===== src/rtl/conv_window_ctrl.sv =====
`default_nettype none
// ============================================================================
// Module   : conv_window_ctrl
// Purpose  : Frame sequencer for the KERNELxKERNEL sliding-window front end of
//            the LeNet-5 conv layers. Accepts a raster pixel stream
//            (valid/ready), drives the line-buffer shift enable, tracks x/y,
//            flags valid window positions, then waits PIPE_LAT cycles for the
//            conv pipeline to drain before pulsing frame_done.
// Ports    : clk, rst_n (async, active low)
//            start_i        - frame start pulse, honoured only in IDLE
//            pix_valid_i    - upstream pixel valid
//            pix_ready_o    - controller accepts a pixel (RUN & conv_ready_i)
//            conv_ready_i   - conv engine can take a window this cycle
//            lb_shift_o     - line buffer shift enable (valid & ready)
//            win_valid_o    - registered, window at line-buffer output is valid
//            win_x_o/win_y_o- coordinates of the pixel that completed it
//            busy_o         - high in every state except IDLE
//            frame_done_o   - one-cycle pulse on FLUSH->IDLE
//            stall_cycles_o - (optional) RUN cycles with valid & !conv_ready
// Options  : CONV_WINDOW_CTRL_STALL_CNT_EN adds the stall_cycles_o counter.
// Revision : 1.0 - initial release
// ============================================================================
module conv_window_ctrl #(
    parameter int IMG_WIDTH  = 32,
    parameter int IMG_HEIGHT = 32,
    parameter int KERNEL     = 5,
    parameter int PIPE_LAT   = 4,
    parameter int CW         = $clog2(IMG_WIDTH),
    parameter int CH         = $clog2(IMG_HEIGHT)
) (
    input  logic          clk,
    input  logic          rst_n,
    input  logic          start_i,
    input  logic          pix_valid_i,
    output logic          pix_ready_o,
    input  logic          conv_ready_i,
    output logic          lb_shift_o,
    output logic          win_valid_o,
    output logic [CW-1:0] win_x_o,
    output logic [CH-1:0] win_y_o,
    output logic          busy_o,
    output logic          frame_done_o
`ifdef CONV_WINDOW_CTRL_STALL_CNT_EN
    ,
    output logic [15:0]   stall_cycles_o
`endif
);

    // Flush counter needs at least one bit even for PIPE_LAT == 1.
    localparam int            FW           = (PIPE_LAT > 1) ? $clog2(PIPE_LAT) : 1;
    localparam logic [CW-1:0] C_X_LAST     = CW'(IMG_WIDTH - 1);
    localparam logic [CH-1:0] C_Y_LAST     = CH'(IMG_HEIGHT - 1);
    localparam logic [CW-1:0] C_WIN_MIN_X  = CW'(KERNEL - 1);
    localparam logic [CH-1:0] C_WIN_MIN_Y  = CH'(KERNEL - 1);
    localparam logic [FW-1:0] C_FLUSH_LAST = FW'(PIPE_LAT - 1);

    typedef enum logic [1:0] {
        ST_IDLE  = 2'd0,
        ST_RUN   = 2'd1,
        ST_FLUSH = 2'd2
    } state_t;

    state_t        state_q, state_d;
    logic [CW-1:0] x_cnt_q, x_cnt_d;
    logic [CH-1:0] y_cnt_q, y_cnt_d;
    logic [FW-1:0] flush_cnt_q, flush_cnt_d;
    logic          win_valid_q;
    logic [CW-1:0] win_x_q;
    logic [CH-1:0] win_y_q;

    logic          w_shift;
    logic          w_win_hit;

    assign pix_ready_o = (state_q == ST_RUN) && conv_ready_i;
    assign w_shift     = pix_valid_i && pix_ready_o;
    assign lb_shift_o  = w_shift;
    assign busy_o      = (state_q != ST_IDLE);

    // x rule alone suppresses windows that would straddle a row wrap.
    assign w_win_hit   = (x_cnt_q >= C_WIN_MIN_X) && (y_cnt_q >= C_WIN_MIN_Y);

    always_comb begin
        state_d      = state_q;
        x_cnt_d      = x_cnt_q;
        y_cnt_d      = y_cnt_q;
        flush_cnt_d  = flush_cnt_q;
        frame_done_o = 1'b0;
        case (state_q)
            ST_IDLE: begin
                if (start_i) begin
                    state_d = ST_RUN;
                    x_cnt_d = '0;
                    y_cnt_d = '0;
                end
            end
            ST_RUN: begin
                if (w_shift) begin
                    if (x_cnt_q == C_X_LAST) begin
                        x_cnt_d = '0;
                        if (y_cnt_q == C_Y_LAST) begin
                            y_cnt_d     = '0;
                            flush_cnt_d = '0;
                            state_d     = ST_FLUSH;
                        end else begin
                            y_cnt_d = y_cnt_q + CH'(1);
                        end
                    end else begin
                        x_cnt_d = x_cnt_q + CW'(1);
                    end
                end
            end
            ST_FLUSH: begin
                if (flush_cnt_q == C_FLUSH_LAST) begin
                    state_d      = ST_IDLE;
                    flush_cnt_d  = '0;
                    frame_done_o = 1'b1;
                end else begin
                    flush_cnt_d = flush_cnt_q + FW'(1);
                end
            end
            default: begin
                state_d = ST_IDLE;
            end
        endcase
    end

    always_ff @(posedge clk or negedge rst_n) begin
        if (!rst_n) begin
            state_q     <= ST_IDLE;
            x_cnt_q     <= '0;
            y_cnt_q     <= '0;
            flush_cnt_q <= '0;
        end else begin
            state_q     <= state_d;
            x_cnt_q     <= x_cnt_d;
            y_cnt_q     <= y_cnt_d;
            flush_cnt_q <= flush_cnt_d;
        end
    end

    // Window flag lines up with the 1-cycle registered line-buffer output;
    // coordinates hold between shifts, the flag does not.
    always_ff @(posedge clk or negedge rst_n) begin
        if (!rst_n) begin
            win_valid_q <= 1'b0;
            win_x_q     <= '0;
            win_y_q     <= '0;
        end else if (w_shift) begin
            win_valid_q <= w_win_hit;
            win_x_q     <= x_cnt_q;
            win_y_q     <= y_cnt_q;
        end else begin
            win_valid_q <= 1'b0;
        end
    end

    assign win_valid_o = win_valid_q;
    assign win_x_o     = win_x_q;
    assign win_y_o     = win_y_q;

`ifdef CONV_WINDOW_CTRL_STALL_CNT_EN
    logic [15:0] stall_cnt_q;

    always_ff @(posedge clk or negedge rst_n) begin
        if (!rst_n) begin
            stall_cnt_q <= '0;
        end else if ((state_q == ST_IDLE) && start_i) begin
            stall_cnt_q <= '0;
        end else if ((state_q == ST_RUN) && pix_valid_i && !conv_ready_i
                     && (stall_cnt_q != 16'hFFFF)) begin
            stall_cnt_q <= stall_cnt_q + 16'd1;
        end
    end

    assign stall_cycles_o = stall_cnt_q;
`endif

endmodule
`default_nettype wire


===== config.mk =====
export PLATFORM = sky130hd
export DESIGN_NAME = conv_window_ctrl
export DESIGN_NICKNAME = d
export VERILOG_FILES = /design/src/rtl/conv_window_ctrl.sv
export SDC_FILE = /design/constraint.sdc
export NUM_CORES = 1
export LEC_CHECK = 0
export BUFFER_PORTS_ARGS = -buffer_cell sky130_fd_sc_hd__buf_4
export CORE_MARGIN = 2
export CORE_UTILIZATION = 40
export CTS_CLUSTER_SIZE = 30
export DETAILED_ROUTE_END_ITERATION = 8
export PLACE_DENSITY = 0.61
export SYNTH_ARGS = -nofsm -noshare
export SYNTH_HDL_FRONTEND = slang
export SYNTH_SLANG_ARGS = --single-unit

===== constraint.sdc =====
create_clock -name clk -period 2 [get_ports clk]
set_input_delay 0.1 -clock clk [delete_from_list [all_inputs] [get_ports clk]]
set_output_delay 0.1 -clock clk [all_outputs]
set_load 0.05 [all_outputs]

== Word level (Yosys, flattened, before mapping) ==
Cells that the tools add are included.

* Flip-flop bits (word level): 25
* Bits of input ports: 5
* Output and inout bits: 15

* $add $sub $neg: 3
* Magnitude comparators: 2
* Equality and inequality tests: 10
* Multiplexer cells: 22
* Reductions and logical operators: 11

{| class="wikitable"
|+ Operators with widths
! cell !! count
|-
| 2-to-1 mux 5 bit || 6
|-
| one-hot mux 5 bit (2 select lines) || 2
|-
| 2-to-1 mux 2 bit || 9
|-
| adder 5 x 1 -> 5 bit, second input constant || 2
|-
| == test 5 bit, second input constant || 2
|-
| greater-or-equal comparator 5 x 3 -> 1 bit, second input constant || 2
|-
| AND reduction 4 bit || 2
|-
| != test 2 bit, second input constant || 3
|-
| one-hot mux 2 bit (3 select lines) || 1
|-
| nonzero test 2 bit || 3
|-
| AND reduction 5 bit || 1
|-
| == test 2 bit, second input constant || 2
|-
| != test 2 x 1 -> 1 bit, second input constant || 2
|-
| one-hot mux 2 bit (2 select lines) || 1
|-
| logical AND 1 bit || 3
|-
| 2-to-1 mux 1 bit || 3
|-
| AND reduction 3 bit || 1
|-
| adder 2 x 1 -> 2 bit, second input constant || 1
|-
| == test 2 x 1 -> 1 bit, second input constant || 1
|-
| logical NOT 2 bit || 1
|}

== Longest topological paths before layout ==
Gate-level depths: netlist of run 1.

* Word-level depth: 5
* Gate-level depth with buffers: 6

== Worst setup path after synthesis of run 1 ==
OpenSTA, ideal clock, no wires.

* Path type: register to register
* From: reg x_cnt_q[0]
* To: reg y_cnt_q[0]
* Library setup time: 0.125 ns
* Arrival time: 1.693 ns
* Required time: 1.875 ns
* Slack: 0.182 ns
* Cell stages (with the launch flop): 7
* Path buffers: 0
* Clock period less this slack: 1.818 ns
* Cell sequence: dfrtp_1 ha_1 and3_1 ha_1 nand4_1 a21oi_2 mux2_2

* Cells in the longest elaborated chain, start to end: 3

{| class="wikitable"
|+ Ends and longest elaborated chain
! element !! RTL line !! text
|-
| from (decl) || 64 || <nowiki>logic [CW-1:0] x_cnt_q, x_cnt_d;</nowiki>
|-
| from (signal assigned) || 135 || <nowiki>x_cnt_q <= x_cnt_d;</nowiki>
|-
| == test 5 bit || 98 || <nowiki>if (x_cnt_q == C_X_LAST) begin</nowiki>
|-
| != test 2 x 1 -> 1 bit (no line) || n/a ||
|-
| AND reduction 4 bit (no line) || n/a ||
|-
| to (signal assigned) || 136 || <nowiki>y_cnt_q <= y_cnt_d;</nowiki>
|-
| to (decl) || 65 || <nowiki>logic [CH-1:0] y_cnt_q, y_cnt_d;</nowiki>
|}

No other way between the ends.
A chain may end at the register's enable or synchronous reset.

== Final worst setup path of run 1 ==
* From: reg x_cnt_q[0]
* To: reg x_cnt_q[3]

* Cells in the longest elaborated chain, start to end: 4
* Elaborated cells between the ends (all ways): 5
* Those cells by class: add/sub: 1; eq/ne: 1; mux: 3

{| class="wikitable"
|+ Ends and longest elaborated chain
! element !! RTL line !! text
|-
| adder 5 x 1 -> 5 bit / == test 5 bit (equally long branches) || 108, 98 ||
|-
| 2-to-1 mux 5 bit (*) || 98 ||
|-
| 2-to-1 mux 5 bit (*) || 97 || <nowiki>if (w_shift) begin</nowiki>
|-
| one-hot mux 5 bit (2 select lines) (*) || 88 || <nowiki>case (state_q)</nowiki>
|}

Every way passes the cells marked *; elsewhere a longest branch is shown, timed or not. The select of a mux whose other input is x is not followed.

==> impl_metrics.py, run 1 <==
metrics = {
    "synth": {
        "synth_compound_area_share_pct": 12.4,
        "ys_seq_elements": 25,
        "synth_mux_area_share_pct": 4.89,
        "syn_inst": 129,
        "synth_cell_types": 35,
        "synthAdderAreaFrac_pct": 6.85,
        "ys_seq_area_share_pct": 48.9,
        "synth_xor_area_share_pct": 0,
        "synthSimpleGateAreaFrac_pct": 21.0,
        "synth_top_family_by_area": "simple AND/OR/NAND/NOR gates",
        "syn_area_per_cell_um2": 9.91,
        "syn_nets": 141,
        "ys_warn_count": 0,
        "syn_area_mm2": 0.00128,
    },
    "routing": {
        "met2WireLength_um": 1170,
        "remaining_drc_errors": 0,
        "wire_per_inst_um": 12.9,
        "first_pass_iters": 4,
        "dr_wl_met3_um": 74,
        "via_per_inst": 5.01,
        "wl_um": 2530,
        "vias": 982,
        "drtIter0Drc": 37,
        "antenna_left": 0,
        "highest_layer": "met4",
        "met1Wirelength_um": 1240,
    },
    "setup_path": {
        "startpoint_type": "flip-flop",
        "critical_path.cell_chain": "ha_1 > and3_1 > ha_1 > nand4_1 > a21oi_2 > buf_4 > nor4_2",
        "crit_end": "x_cnt_q[3]$_DFFE_PN0P_",
        "r2r-end": "x_cnt_q[3]$_DFFE_PN0P_",
        "worst-path-buf-inv": 1,
        "crit_fanout": 6,
        "worstPathRequired_ns": 2.24,
        "worst-path-stages": 7,
        "crit_start": "x_cnt_q[0]$_DFFE_PN0P_",
        "r2r_cells": 7,
        "slowest_delay_ns": 0.45,
        "critical_path.top_delay_family": "simple AND/OR/NAND/NOR gates",
        "critPathKind": "reg -> reg",
        "r2r_setup_slack_ns": 0.14,
        "worstSetupEndpointType": "flip-flop",
        "worst_path_max_delay_cell": "dfrtp_1",
        "timing.rr.start": "x_cnt_q[0]$_DFFE_PN0P_",
        "critPathMostFrequentCell": "ha_1",
        "worstPathArrival_ns": 2.09,
    },
    "power_and_ir_drop": {
        "p_sw_mw": 1.08,
        "p_clk_share_pct": 9.9,
        "powerDensity_mw_per_mm2": 1500,
        "power.internal_mw": 1.20,
        "p_comb_share_pct": 52.8,
        "seq_power_share_pct": 37.4,
        "swShare_pct": 47.4,
        "ir_worst_vdd_v": 0.000774,
        "p_leak_nw": 0.735,
    },
    "run": {
        "drv_cap": 0,
    },
    "global_routing": {
        "grt_pass1_wl_um": 4380,
        "grt_util_all_layers_pct": 16.2,
        "grt_pass1_vias": 995,
        "grt_max_degree": 26,
        "grt_overflow": 0,
        "antenna_found_initial": 0,
    },
    "timing": {
        "setup_viol": 0,
        "hold_viol": 0,
        "drv_slew": 0,
        "setup_ws_ns": 0.144,
        "slew_headroom_pct": 78.8,
        "tightestPinTransition_ns": 0.318,
        "rsz0062_at_grt": "no",
        "post-route-period-util_pct": 92.8,
        "fin_skew_ns": 0.000741,
        "fmax_mhz": 539,
        "layout_min_cycle_time_ns": 1.86,
        "setup_tns_ns": 0,
    },
    "final_layout": {
        "fillers": 307,
        "fin_nets": 165,
        "design_area_mm2": 0.00152,
        "regArea_um2": 626,
        "diodes": 0,
        "final_layout_size_suffix_gt1_share_pct": 23.0,
        "fin_util_pct": 49.9,
        "finalNonFillerCells": 196,
        "area_growth_pct": 19.1,
        "multi_input_area_um2": 584,
    },
    "clocking": {
        "post_cts_buffers": 0,
        "clk_pin_slew_ns": 0.13,
        "clock_latency_ns": 0.32,
        "cts_tree": "built",
        "cts_buffers": 3,
        "cts.sinks": 25,
        "cts.htree.levels": 1,
        "root_buffer": "clkbuf_4",
        "ctsLongestPathBuffers": 2,
    },
    "placement": {
        "pre_cts_slack_ns": 0.141,
        "dp_hpwl_um": 1900,
        "placed_cells": 191,
        "place.gp.congestion": 0.931,
        "dpl-instance-area_mm2": 0.00148,
        "portBuffers": 19,
    },
    "floorplanning": {
        "dieArea_mm2": 0.00367,
        "die_x_um": 60.5,
        "ios": 20,
        "core_mm2": 0.00305,
        "rows": 20,
        "die_h_um": 60.5,
        "initial_utilization_pct": 41.9,
    },
    "hold_path": {
        "hold_class": "in -> async",
    },
    "status": {
        "status": "finished clean",
    },
}
power groups by stage:
stage | logic, mW | clock network (mW) | registers, mW
after floorplan | 0.612 | 0 | 1.12
after global placement | 1.19 | 0 | 0.856
after detailed placement | 1.21 | 0 | 0.867
after CTS | 1.22 | 0.234 | 0.856
after global routing | 1.33 | 0.254 | 0.889
final | 1.20 | 0.225 | 0.853
cells in the final DEF, fill, tap and decap left out, drive strengths merged, types with 4 or more instances in the layout:
cell and instances:
dfrtp 25, buf 23, nand2 17, inv 13
o21ai 11, ha 7, nand2b 4, mux2i 4
a21oi 4, clkbuf 4
flip-flops by register name (all words and copies together), names as in the netlist:
| signal | flops |
|---|---|
| y_cnt_q | 5 |
| flush_cnt_q | 2 |
| state_q | 2 |
| win_y_o | 5 |
| win_x_o | 5 |
| x_cnt_q | 5 |
| win_valid_o | 1 |
cell families after synthesis:
kind of cell | count (synthesis)
simple gates | 48
compound gates | 25
flops | 25
buf+inv | 18
fa+ha+maj | 7
mux | 6
Yosys cell counts:
library cell / count / area, µm²
nand4_1: 3 / 18.8
buf_6: 1 / 11.3
o221ai_1: 1 / 8.76
o2bb2ai_1: 1 / 8.76
a311oi_1: 1 / 8.76
a211o_1: 1 / 8.76
nor3_1: 3 / 15.0
and3b_1: 1 / 8.76
a2111o_1: 1 / 11.3
or2_2: 3 / 18.8
nand3_1: 1 / 5.00
nor3b_1: 3 / 22.5
a211oi_1: 1 / 7.51
a21oi_1: 3 / 15.0
nor4_1: 1 / 6.26
dfrtp_1: 25 / 626
or3b_4: 1 / 11.3
nor2_1: 3 / 11.3
a31oi_1: 1 / 6.26
nand2b_1: 4 / 25.0
or3b_2: 1 / 8.76
and3_1: 2 / 12.5
a21oi_2: 1 / 8.76
or3b_1: 1 / 8.76
o22ai_1: 2 / 12.5
ha_1: 7 / 87.6
mux2_2: 2 / 22.5
mux2i_1: 4 / 40.0
o211ai_1: 1 / 7.51
nand2_1: 17 / 63.8
nor2b_1: 1 / 6.26
inv_1: 13 / 48.8
clkbuf_1: 4 / 15.0
o21ai_0: 11 / 55.1
nand4b_1: 3 / 26.3
layer usage:
metal | vias up | track usage (%)
met1 | 465 | 21.4
met5 | - | 0
li1 | 494 | -
met2 | 18 | 26.7
met4 | 0 | 6.52
met3 | 5 | 2.56
how the worst min path moves through the flow:
stage	startpoint	depth (start not counted)	end
2_1_floorplan	rst_n	0	flush_cnt_q[0]$_DFFE_PN0P_
3_3_place_gp	rst_n	1	win_y_o[2]$_DFFE_PN0P_
3_5_place_dp	rst_n	1	win_y_o[2]$_DFFE_PN0P_
4_1_cts	rst_n	2	win_y_o[2]$_DFFE_PN0P_
5_1_grt	rst_n	2	win_x_o[4]$_DFFE_PN0P_
6_report	rst_n	2	win_y_o[2]$_DFFE_PN0P_
stage by stage:
| step | hold slack (ns) | power [mW] |
|---|---|---|
| floorplan | -0.196 | 1.73 |
| global placement | 0.0213 | 2.04 |
| detailed placement | 0.0208 | 2.08 |
| CTS | 0.210 | 2.31 |
| global route | 0.226 | 2.47 |
| finish | 0.203 | 2.28 |
final cells by class:
class / instances / area share [%]
repair buffers: 24 / 12.0
inverters: 13 / 3.20
flip-flops and latches: 25 / 41.1
multi-input cells: 86 / 38.4
clock buffers: 4 / 1.73
well taps: 44 / 3.62
repair_timing:
action	4_1_cts	5_1_grt
hold buffers	1	0
hold endpoints to repair	25	0
gates resized for setup	0	1
setup endpoints to repair	0	1
No activity file was read; power rests on OpenSTA's default activity.
==> inputs of run 2 (changes only) <==
Settings changed: CTS_BUF_LIST from default to sky130_fd_sc_hd__clkbuf_2.
==> run 2 against run 1 <==
Against the previous run: wire length increased by 0.51%; power is 0.56% lower; utilization barely moved; critical endpoint unchanged; die area is the same; critical path type unchanged; final area barely moved; hold slack got worse by 0.046 ns; sequential power barely moved; clock power down 11%; global-route usage is the same; sequential share of layout area is essentially flat; combinational power about the same; critical path depth unchanged.
==> impl_metrics.py, run 2 (synthesis gave the netlist of run 1 again) <==
metrics = {
    "status": {
        "status": "finished clean",
    },
    "clocking": {
        "cts_tree": "built",
        "cts.sinks": 25,
        "clk_pin_slew_ns": 0.22,
        "ctsLongestPathBuffers": 2,
        "cts_buffers": 3,
        "cts.htree.levels": 1,
        "root_buffer": "clkbuf_2",
        "clock_latency_ns": 0.34,
    },
    "timing": {
        "drv_slew": 0,
        "rsz0062_at_grt": "no",
        "setup_tns_ns": 0,
        "slew_headroom_pct": 78.8,
        "setup_ws_ns": 0.152,
        "fin_skew_ns": 0.00287,
        "hold_viol": 0,
        "layout_min_cycle_time_ns": 1.85,
        "whs_ns": 0.157,
        "post-route-period-util_pct": 92.4,
        "fmax_mhz": 541,
        "setup_viol": 0,
        "tightestPinTransition_ns": 0.318,
    },
    "global_routing": {
        "antenna_found_initial": 0,
        "grt_pass1_wl_um": 4380,
        "grt_overflow": 0,
        "grt_max_degree": 26,
        "grt_util_all_layers_pct": 16.2,
        "grt_pass1_vias": 995,
    },
    "setup_path": {
        "worst-path-buf-inv": 1,
        "critPathKind": "reg -> reg",
        "startpoint_type": "flip-flop",
        "worstPathRequired_ns": 2.27,
        "worst_path_max_delay_cell": "dfrtp_1",
        "critPathMostFrequentCell": "ha_1",
        "worstSetupEndpointType": "flip-flop",
        "critical_path.top_delay_family": "simple AND/OR/NAND/NOR gates",
        "slowest_delay_ns": 0.47,
        "critical_path.cell_chain": "ha_1 > and3_1 > ha_1 > nand4_1 > a21oi_2 > buf_4 > nor4_2",
        "crit_fanout": 6,
        "worstPathArrival_ns": 2.12,
    },
    "routing": {
        "remaining_drc_errors": 0,
        "vias": 999,
        "drtIter0Drc": 38,
        "via_per_inst": 5.07,
        "antenna_left": 0,
        "first_pass_iters": 4,
        "wl_um": 2540,
        "wire_per_inst_um": 12.9,
    },
    "floorplanning": {
        "dieArea_mm2": 0.00367,
        "rows": 20,
        "initial_utilization_pct": 41.9,
        "ios": 20,
        "core_mm2": 0.00305,
        "die_h_um": 60.5,
        "die_x_um": 60.5,
    },
    "placement": {
        "pre_cts_slack_ns": 0.141,
        "place.gp.congestion": 0.931,
        "dp_hpwl_um": 1900,
        "dpl-instance-area_mm2": 0.00148,
        "portBuffers": 19,
    },
    "power_and_ir_drop": {
        "p_comb_share_pct": 53.7,
        "p_leak_nw": 0.742,
        "p_clk_share_pct": 8.8,
        "swShare_pct": 47.9,
        "seq_power_share_pct": 37.5,
        "powerDensity_mw_per_mm2": 1490,
        "power.internal_mw": 1.18,
        "p_sw_mw": 1.09,
        "ir_worst_vdd_v": 0.000775,
    },
    "final_layout": {
        "design_area_mm2": 0.00152,
        "area_growth_pct": 19.2,
        "final_layout_size_suffix_gt1_share_pct": 24.2,
        "final_cell_mix": "dfrtp_1, buf_4, nand2_1",
        "diodes": 0,
        "fin_nets": 166,
        "final_common_cell": "dfrtp_1",
        "fin_util_pct": 49.9,
    },
    "hold_path": {
        "hold_class": "in -> async",
    },
    "run": {
        "drv_cap": 0,
    },
}
==> run 2: changes by cell type in the layout (fill, tap and decap cells not counted), sizes merged <==
cell and change:
buf +1
==> run 2: stage by stage <==
step | instances | total power [mW]
after global routing | 197 | 2.46
after detailed placement | 191 | 2.08
after global placement | 191 | 2.04
after CTS | 196 | 2.28
final | 197 | 2.27
after floorplan | 129 | 1.73
==> run 2: worst paths after layout <==
path	from	to	slack (ns)	cells after the start
max	x_cnt_q[0]$_DFFE_PN0P_	x_cnt_q[3]$_DFFE_PN0P_	0.15	7
min	rst_n	win_y_o[2]$_DFFE_PN0P_	0.16	2
max reg2reg	x_cnt_q[0]$_DFFE_PN0P_	x_cnt_q[3]$_DFFE_PN0P_	0.15	7
min reg2reg	win_x_o[0]$_DFFE_PN0P_	win_x_o[0]$_DFFE_PN0P_	0.51	2
max in group asynchronous	rst_n	state_q[1]$_DFFE_PN0P_	1.61	2
min in group clk	pix_valid_i	state_q[1]$_DFFE_PN0P_	0.20	4
==> run 2: worst reg2reg max path: stages (launching register included) <==
cell and delay [ns]:
dfrtp_1 0.47, ha_1 0.25, and3_1 0.19, ha_1 0.21, nand4_1 0.15, a21oi_2 0.09, buf_4 0.16, nor4_2 0.26
==> run 2: layer usage <==
| layer | GRT usage [%] | vias to the layer above | share of wire [%] |
|---|---|---|---|
| li1 | - | 497 | - |
| met1 | 21.4 | 464 | 48 |
| met2 | 26.7 | 34 | 46 |
| met3 | 2.56 | 4 | 4.5 |
| met4 | 6.52 | 0 | 1.2 |
| met5 | 0 | - | 0 |
==> run 2: layout make-up <==
type,count,area (µm²)
Fill cell,303,1530
Sequential cell,25,626
Multi-Input combinational cell,86,584
Timing Repair Buffer,25,190
Tap cell,44,55.1
Inverter,13,48.8
Clock buffer,4,20.0
==> run 2: repair_timing <==
item                                    4_1_cts  5_1_grt
endpoints found under the setup margin        0        1
setup buffers                                 0        1
resized for setup                             0        1
hold buffers                                  1        0
endpoints found under the hold margin        25        0
==> run 2: power groups by stage <==
stage          clock network (mW)  registers (mW)  logic (mW)
3_5_place_dp                    0           0.867        1.21
2_1_floorplan                   0            1.12       0.612
4_1_cts                     0.207           0.854        1.22
6_report                    0.201           0.851        1.22
3_3_place_gp                    0           0.856        1.19
5_1_grt                     0.229           0.887        1.34
